--- config.mk ---
export PLATFORM = sky130hd
export DESIGN_NAME = rr_arbiter_16_flat
export DESIGN_NICKNAME = d
export VERILOG_FILES = /design/src/rtl/rr_arbiter_16_if.sv /design/src/rtl/rr_arbiter_16.sv /design/src/flat_wrapper.sv
export SDC_FILE = /design/constraint.sdc
export NUM_CORES = 1
export LEC_CHECK = 0
export ABC_AREA = 1
export CORE_MARGIN = 4
export CORE_UTILIZATION = 57
export CTS_CLUSTER_SIZE = 40
export DETAILED_ROUTE_END_ITERATION = 7
export PLACE_DENSITY = 0.87
export SLEW_MARGIN = 20
export SYNTH_ARGS = -nofsm -noshare
export SYNTH_HDL_FRONTEND = slang
export SYNTH_SLANG_ARGS = --single-unit
--- constraint.sdc ---
create_clock -name clk -period 4.6 [get_ports clk]
set_input_delay 0.92 -clock clk [delete_from_list [all_inputs] [get_ports clk]]
set_output_delay 0.92 -clock clk [all_outputs]
set_load 0.02 [all_outputs]
--- src/rtl/rr_arbiter_16_if.sv ---
// Request/grant bundle between the requesters and the 16-way round-robin arbiter.
// master: the requester side driving en/req/release_grant; slave: the arbiter.
interface rr_arbiter_16_if;
  logic        en;
  logic [15:0] req;
  // Current owner ends its grant; only looked at while a grant is active.
  logic        release_grant;
  logic [15:0] grant;
  logic [3:0]  grant_idx;
  logic        grant_valid;
  logic        prime_grant;
  logic        timeout;

  modport master (
    output en, req, release_grant,
    input  grant, grant_idx, grant_valid, prime_grant, timeout
  );

  modport slave (
    input  en, req, release_grant,
    output grant, grant_idx, grant_valid, prime_grant, timeout
  );
endinterface

--- src/rtl/rr_arbiter_16.sv ---
// Round-robin arbiter sharing one resource among 16 requesters.
// A two-state FSM (IDLE/BUSY) holds the owner index in a register; the one-hot
// grant and the prime-slot flag are registered alongside it so they never glitch.
// A grant ends on release, on the owner dropping its request, on en low, or after
// MAX_HOLD cycles; only the last cause alone raises the one-cycle timeout pulse.
module rr_arbiter_16 #(
  parameter int MAX_HOLD = 8
) (
  input logic             clk,
  input logic             rst,
  rr_arbiter_16_if.slave  bus
);

  typedef enum logic {IDLE, BUSY} state_t;

  localparam logic [7:0] HOLD_LAST = 8'(MAX_HOLD - 1);

  state_t      state;
  logic [3:0]  ptr;
  logic [7:0]  hold_cnt;
  logic [15:0] grant;
  logic [3:0]  grant_idx;
  logic        grant_valid;
  logic        prime_grant;
  logic        timeout;

  logic [3:0]  next_idx;
  logic        hold_expired;
  logic        early_end;

  // First set request scanning ptr, ptr+1, .. wrapping mod 16. Scanning from the
  // far end down lets the closest candidate overwrite the others.
  function automatic logic [3:0] pick(input logic [15:0] r, input logic [3:0] p);
    logic [3:0] k;
    logic [3:0] sel;
    sel = p;
    for (int i = 15; i >= 0; i--) begin
      k = p + 4'(i);
      if (r[k]) sel = k;
    end
    return sel;
  endfunction

  function automatic logic [15:0] decode(input logic [3:0] i);
    return 16'h0001 << i;
  endfunction

  // Slots 2,3,5,7,11,13 get special downstream handling.
  function automatic logic is_prime(input logic [3:0] i);
    logic p;
    case (i)
      4'd2, 4'd3, 4'd5, 4'd7, 4'd11, 4'd13: p = 1'b1;
      default:                               p = 1'b0;
    endcase
    return p;
  endfunction

  // Arbitration candidate and the end-of-grant causes for the current owner.
  always_comb begin
    next_idx     = pick(bus.req, ptr);
    hold_expired = (hold_cnt == HOLD_LAST);
    early_end    = bus.release_grant | ~bus.req[grant_idx] | ~bus.en;
  end

  // Grant FSM with registered outputs; reset overrides any grant in progress.
  always_ff @(posedge clk) begin
    if (rst) begin
      state       <= IDLE;
      ptr         <= 4'd0;
      hold_cnt    <= 8'd0;
      grant       <= 16'h0000;
      grant_idx   <= 4'd0;
      grant_valid <= 1'b0;
      prime_grant <= 1'b0;
      timeout     <= 1'b0;
    end else begin
      timeout <= 1'b0;
      case (state)
        IDLE: begin
          if (bus.en && (|bus.req)) begin
            grant_idx   <= next_idx;
            grant       <= decode(next_idx);
            prime_grant <= is_prime(next_idx);
            grant_valid <= 1'b1;
            hold_cnt    <= 8'd0;
            state       <= BUSY;
          end
        end
        BUSY: begin
          if (early_end || hold_expired) begin
            // grant_idx keeps the last owner; the pointer moves just past it.
            grant       <= 16'h0000;
            prime_grant <= 1'b0;
            grant_valid <= 1'b0;
            ptr         <= grant_idx + 4'd1;
            timeout     <= hold_expired & ~early_end;
            state       <= IDLE;
          end else begin
            hold_cnt <= hold_cnt + 8'd1;
          end
        end
        default: state <= IDLE;
      endcase
    end
  end

  assign bus.grant       = grant;
  assign bus.grant_idx   = grant_idx;
  assign bus.grant_valid = grant_valid;
  assign bus.prime_grant = prime_grant;
  assign bus.timeout     = timeout;

endmodule
--- src/flat_wrapper.sv ---
// flat-port wrapper written by rule: the top's interface ports become plain ports
module rr_arbiter_16_flat 
#(
  parameter int MAX_HOLD = 8
)
  (clk, rst, bus_en, bus_req, bus_release_grant, bus_grant, bus_grant_idx, bus_grant_valid, bus_prime_grant, bus_timeout);
  rr_arbiter_16_if bus_i ();
  input logic clk;
  input logic rst;
  input wire logic [$bits(bus_i.en)-1:0] bus_en;
  input wire logic [$bits(bus_i.req)-1:0] bus_req;
  input wire logic [$bits(bus_i.release_grant)-1:0] bus_release_grant;
  output wire logic [$bits(bus_i.grant)-1:0] bus_grant;
  output wire logic [$bits(bus_i.grant_idx)-1:0] bus_grant_idx;
  output wire logic [$bits(bus_i.grant_valid)-1:0] bus_grant_valid;
  output wire logic [$bits(bus_i.prime_grant)-1:0] bus_prime_grant;
  output wire logic [$bits(bus_i.timeout)-1:0] bus_timeout;
  assign bus_i.en = bus_en;
  assign bus_i.req = bus_req;
  assign bus_i.release_grant = bus_release_grant;
  assign bus_grant = bus_i.grant;
  assign bus_grant_idx = bus_i.grant_idx;
  assign bus_grant_valid = bus_i.grant_valid;
  assign bus_prime_grant = bus_i.prime_grant;
  assign bus_timeout = bus_i.timeout;
  rr_arbiter_16 #(.MAX_HOLD(MAX_HOLD)) u_core (.clk(clk), .rst(rst), .bus(bus_i));
endmodule
Word-level counts from Yosys, hierarchy flattened. Cells that the tools add are included.

Register bits after elaboration: 36.

Add/sub/neg operators: 17. Order comparisons: 17. Equality and inequality tests: 10. Shift-type cells: 1. Mux-type cells: 65. Bitwise gates (word level): 8. Reductions and logical operators: 9.

Operator list (number): $lt A4 B5 Y1 const B (17); $bmux W1 S4 (17); $mux W4 (16); $add A4 B4 Y4 const B (8); $mux W16 (2); $pmux W16 S2 (1); $mux W1 (23); $add A4 B3 Y4 const B (4); $mux W8 (2); $pmux W8 S2 (1); $reduce_or A16 Y1 (1); $shl A1 B4 Y16 const A (1); $add A4 B1 Y4 const B (2); $add A4 B2 Y4 const B (2); $add A8 B1 Y8 const B (1); $eq A4 B2 Y1 const B (2); $eq A4 B3 Y1 const B (2); $eq A4 B4 Y1 const B (2); $eq A8 B3 Y1 const B (1); $reduce_and A2 Y1 (4); $pmux W1 S2 (3); $reduce_or A6 Y1 (1); $not A1 Y1 (5); $ne A2 B2 Y1 const B (2); 6 further kinds (7).

Depth between registers and ports, before layout.
Depth after elaboration: 24. Mapped depth: 33.

Worst setup path after synthesis. Ideal clock, no wire load.

Path type: register to register. From: reg u_core.ptr[1]. To: reg u_core.prime_grant (netlist: u_core.bus.prime_grant). Library setup time: 128 ps. Arrival time: 3021 ps. Required time: 4472 ps. Setup slack: 1451 ps. Cell stages (with the launch flop): 33. Path buffers: 2. Period minus slack after synthesis: 3149 ps. Cells stage by stage: dfxtp_1 > inv_1 > buf_2 > ha_1 > clkbuf_1 > nand3_1 > and2_1 > nand2_1 > nand2_1 > nand2_1 > nand2_1 > inv_2 > o21ai_0 > inv_1 > nand2_1 > nand2_1 > nand2_1 > nand2_1 > nand2_1 > nand2_1 > nand2_1 > nand2_1 > nand2_1 > nand2_1 > nand2_1 > nand2_1 > nand2_4 > nand2_1 > nor2_2 > nand2_1 > nand2_1 > nor2_1 > nor2_1.

Longest elaborated chain between the ends: 24. Elaborated cells on any way between the ends: 73. Classes of those cells: 15 x add/sub; 6 x eq/ne; 51 x mux; 1 x reduce/logical.

Ends and longest elaborated chain: start: declaration (line rr_arbiter_16.sv:19) `logic [3:0] ptr;`; start signal: assignment (line rr_arbiter_16.sv:95) `ptr <= grant_idx + 4'd1;`; $add A4 B4 Y4 (line rr_arbiter_16.sv:38) `k = p + 4'(i);`; $bmux W1 S4 (line rr_arbiter_16.sv:39) `if (r[k]) sel = k;`; $mux W1 (implied by the code) (line rr_arbiter_16.sv:39); $mux W4 (15 in a row) (line rr_arbiter_16.sv:39); $mux W4 (*) (line rr_arbiter_16.sv:39); $eq A4 B2 Y1, or another cell as far along (line rr_arbiter_16.sv:51) `case (i)`; $reduce_or A6 Y1 (*) (line rr_arbiter_16.sv:51); $mux W1 (*) (line rr_arbiter_16.sv:51); $mux W1 (*) (line rr_arbiter_16.sv:80) `if (bus.en && (|bus.req)) begin`; $pmux W1 S2 (*) (line rr_arbiter_16.sv:78) `case (state)`; end signal: assignment (line rr_arbiter_16.sv:83) `prime_grant <= is_prime(next_idx);`; end: declaration (line rr_arbiter_16.sv:24) `logic prime_grant;`.

Mark *: on every way between the ends. The rest lies on a longest branch, timed or not. The select of a mux whose other input is x is not followed. A chain may end at the register's enable or synchronous reset.

Worst setup path in the final report.
From: reg u_core.ptr[0]. To: reg u_core.prime_grant (netlist: u_core.bus.prime_grant).

The elaborated chain is that of the path after synthesis.

==> results.py <==
metrics = {
    "status": {
        "outcome": "finished, final reports clean",
    },
    "grt": {
        "grt_pass1_vias": 3818,
        "gr-usage-all-layers": 0.293,
        "grt_pass1_wl_mm": 17.5,
        "grt_max_degree": 24,
        "grt-ovfl-total": 0,
        "antenna_found_initial": 0,
    },
    "layout": {
        "final_area_um2": 3950,
        "nNetsFinal": 666,
        "fillers": 526,
        "num_antenna_cells": 0,
        "layout-drive-gt1-share": 0.0674,
        "syn_to_final_growth_pct": 16.6,
    },
    "floorplan": {
        "start_util": 0.600,
        "fp.dieW_um": 85.1,
        "die_h_um": 85.1,
        "row_count": 27,
        "die_area_um2": 7240,
        "coreArea_um2": 5640,
        "num_io_pins": 43,
    },
    "pwr": {
        "power.total_mw": 1.48,
        "pwr-share-comb": 0.599,
        "powerDensity_nw_per_um2": 375,
        "p_sw_uw": 734,
        "intPower_uw": 748,
        "switching_share": 0.495,
        "p_leak_nw": 1.93,
        "pwr-share-clk": 0.159,
        "p_seq_frac": 0.242,
        "ir_drop_mv": 0.280,
    },
    "cts": {
        "cts-root-buf": "clkbuf_8",
        "clk_pin_slew_worst_paths_ns": 0.07,
        "clk_path_buf_depth": 2,
        "htreeDepth": 2,
        "cts_tree": "built",
        "cts_buffers": 5,
        "ctsResizeCount": 0,
        "cts_setup_buffers": 0,
        "ctsHoldBuffers": 0,
        "clock-sinks": 36,
        "clock_latency_ns": 0.29,
    },
    "worst_setup_path": {
        "r2r_cells": 29,
        "critPathKind": "reg2reg",
        "cp_data_arrival_time_ns": 3.98,
        "startpoint_type": "register",
        "cpPeakStageDelay_ns": 0.62,
        "r2r_end": "u_core.bus.prime_grant",
        "critPathCapture": "u_core.bus.prime_grant",
        "crit_path_end_kind": "register",
        "cpLargestDelayFamily": "simple AND/OR/NAND/NOR gates",
        "required_ns": 4.75,
        "startpoint": "u_core.ptr[0]",
        "worstPathMaxFanout": 13,
        "cp_common_cell": "nand2_1",
        "r2r_slack_ns": 0.78,
        "r2r-start": "u_core.ptr[0]",
        "cp_num_cells": 29,
        "cp_num_buf_inv": 2,
        "critPathSlowestCell": "ha_1",
    },
    "min_path": {
        "hp-class": "reg2reg",
    },
    "synthesis": {
        "avgSynthCellArea_um2": 5.67,
        "ys.warnings.count": 0,
        "syn-cell-area_um2": 3390,
        "synth_common_cells": "202 x nand2_1, 85 x nand3_1, 79 x inv_1",
        "seq_area_frac_synth": 0.213,
        "synthArstFlopShare": 0,
        "synth_area_leaders": "nand2_1 22%, dfxtp_1 21%, nand3_1 13%",
        "synthesis.nets": 626,
        "synth_top_area_frac": 0.224,
        "synth-seq-cells": 36,
        "syn-instance-count": 597,
        "synth_cell_types": 37,
        "synthFlopType": "dfxtp_1",
        "synth_top_area_cell": "nand2_1",
        "synth_edf_count": 0,
        "synth.most_common_cell": "nand2_1",
    },
    "placed_design": {
        "hpwl_mm": 8.26,
        "io_buffers": 42,
        "place.gp.congestion": 1.12,
        "dpl-instance-area_um2": 3860,
    },
    "sta": {
        "min_period_ns": 3.82,
        "slew-limit-headroom": 0.450,
        "final.setup.tns_ns": 0,
        "hold_viol": 0,
        "fin_skew_ns": 0.00909,
        "fin_crit_sh": 0.831,
        "grt_setup_unrepaired": "no",
        "final_max_slew_viol_count": 0,
        "tightest_slew_ns": 0.822,
        "setup_viol": 0,
        "max_freq_mhz": 262,
    },
    "detailed_routing": {
        "routed_via_density": 5.72,
        "wl_per_cell_um": 14.7,
        "drtPass1Iterations": 6,
        "drt_iter0_drc": 333,
        "drc_errors": 0,
        "antenna_left": 0,
        "vias": 4064,
        "finalWirelength_mm": 10.4,
    },
    "flow_run": {
        "maxCapViolations": 0,
    },
}
## worst min-delay path, cell delays in order (launching register included)
cell and delay, ns:
dfxtp_1 0.31, nand2_1 0.06, a21oi_1 0.06
## layer usage
metal / share of wire / wire [µm] / global-route usage
met4: 0.038 / 398 / 0.137
met1: 0.41 / 4310 / 0.370
met2: 0.48 / 4990 / 0.486
met5: 0 / 0 / 0
met3: 0.068 / 704 / 0.0456
## power by group through the flow
stage	logic, mW	registers [mW]	clock network, mW
2_1_floorplan	0.645	0.374	0
3_3_place_gp	0.859	0.364	0
3_5_place_dp	0.871	0.365	0
4_1_cts	0.874	0.358	0.238
5_1_grt	1.00	0.362	0.256
6_report	0.888	0.359	0.236
## registers in the layout, indices dropped and copies added (netlist names)
register and count:
u_core.bus.grant 16, u_core.hold_cnt 8, u_core.bus.grant_idx 4, u_core.ptr 4
u_core.bus.grant_valid 1, u_core.bus.prime_grant 1, u_core.bus.timeout 1, u_core.state 1
## through the flow
step / hold WS [ns] / utilization / worst slack [ns] / std cells
final: 0.466 / 0.700 / 0.776 / 710
after global routing: 0.490 / 0.700 / 0.407 / 710
after CTS: 0.467 / 0.700 / 0.872 / 710
after detailed placement: 0.456 / 0.684 / 0.815 / 702
after global placement: 0.454 / 0.684 / 0.860 / 702
after floorplan: 0.453 / - / 1.45 / 597
## cell usage in the layout, fill, tap and decap left out, types with 2 or more instances in the layout
master / netlist / layout
nand3_2: 3 / 3
nor3_1: 3 / 3
clkdlybuf4s50_1: 0 / 42
o22ai_1: 2 / 2
inv_2: 9 / 9
nor2_1: 24 / 24
o221ai_1: 4 / 4
o21ai_1: 3 / 3
a211oi_1: 3 / 3
nor2_4: 3 / 3
clkbuf_8: 0 / 6
nor2_2: 2 / 2
ha_1: 9 / 9
a21oi_2: 2 / 2
dfxtp_1: 36 / 36
nand2_4: 2 / 2
inv_1: 79 / 79
nand3_1: 85 / 85
nand2_2: 7 / 7
nand2_1: 202 / 202
mux2i_1: 2 / 2
nor4_1: 6 / 6
xor2_1: 7 / 7
buf_4: 2 / 5
o21ai_0: 46 / 46
a21oi_1: 32 / 32
nand4_1: 3 / 3
## area by class of cell
type	count	area, µm²	share of cell area
repair buffers	47	458	0.116
well taps	72	90.1	0.0228
multi-input cells	458	2250	0.570
clock inverters	1	7.51	0.00190
inverters	89	334	0.0846
flip-flops and latches	36	721	0.182
clock buffers	7	86.3	0.0219
## cells by family after synthesis
logic type               synth area share
AO/OA/AOI/OAI                       0.157
buffers and inverters               0.122
adder cells (fa/ha/maj)            0.0332
XOR/XNOR                           0.0255
AND/OR/NAND/NOR                     0.443
flip-flops                          0.213
multiplexers                      0.00591
## worst min path at each step
stage,start,to,cells after the start
global route,u_core.bus.grant[7],u_core.bus.grant[7],2
finish,u_core.bus.grant[11],u_core.bus.grant[11],2
detailed placement,u_core.bus.grant[11],u_core.bus.grant[11],2
floorplan,u_core.hold_cnt[0],u_core.hold_cnt[0],2
CTS,u_core.bus.grant[11],u_core.bus.grant[11],2
global placement,u_core.bus.grant[14],u_core.bus.grant[14],2
Note: power is estimated with default switching activity, not from simulation.
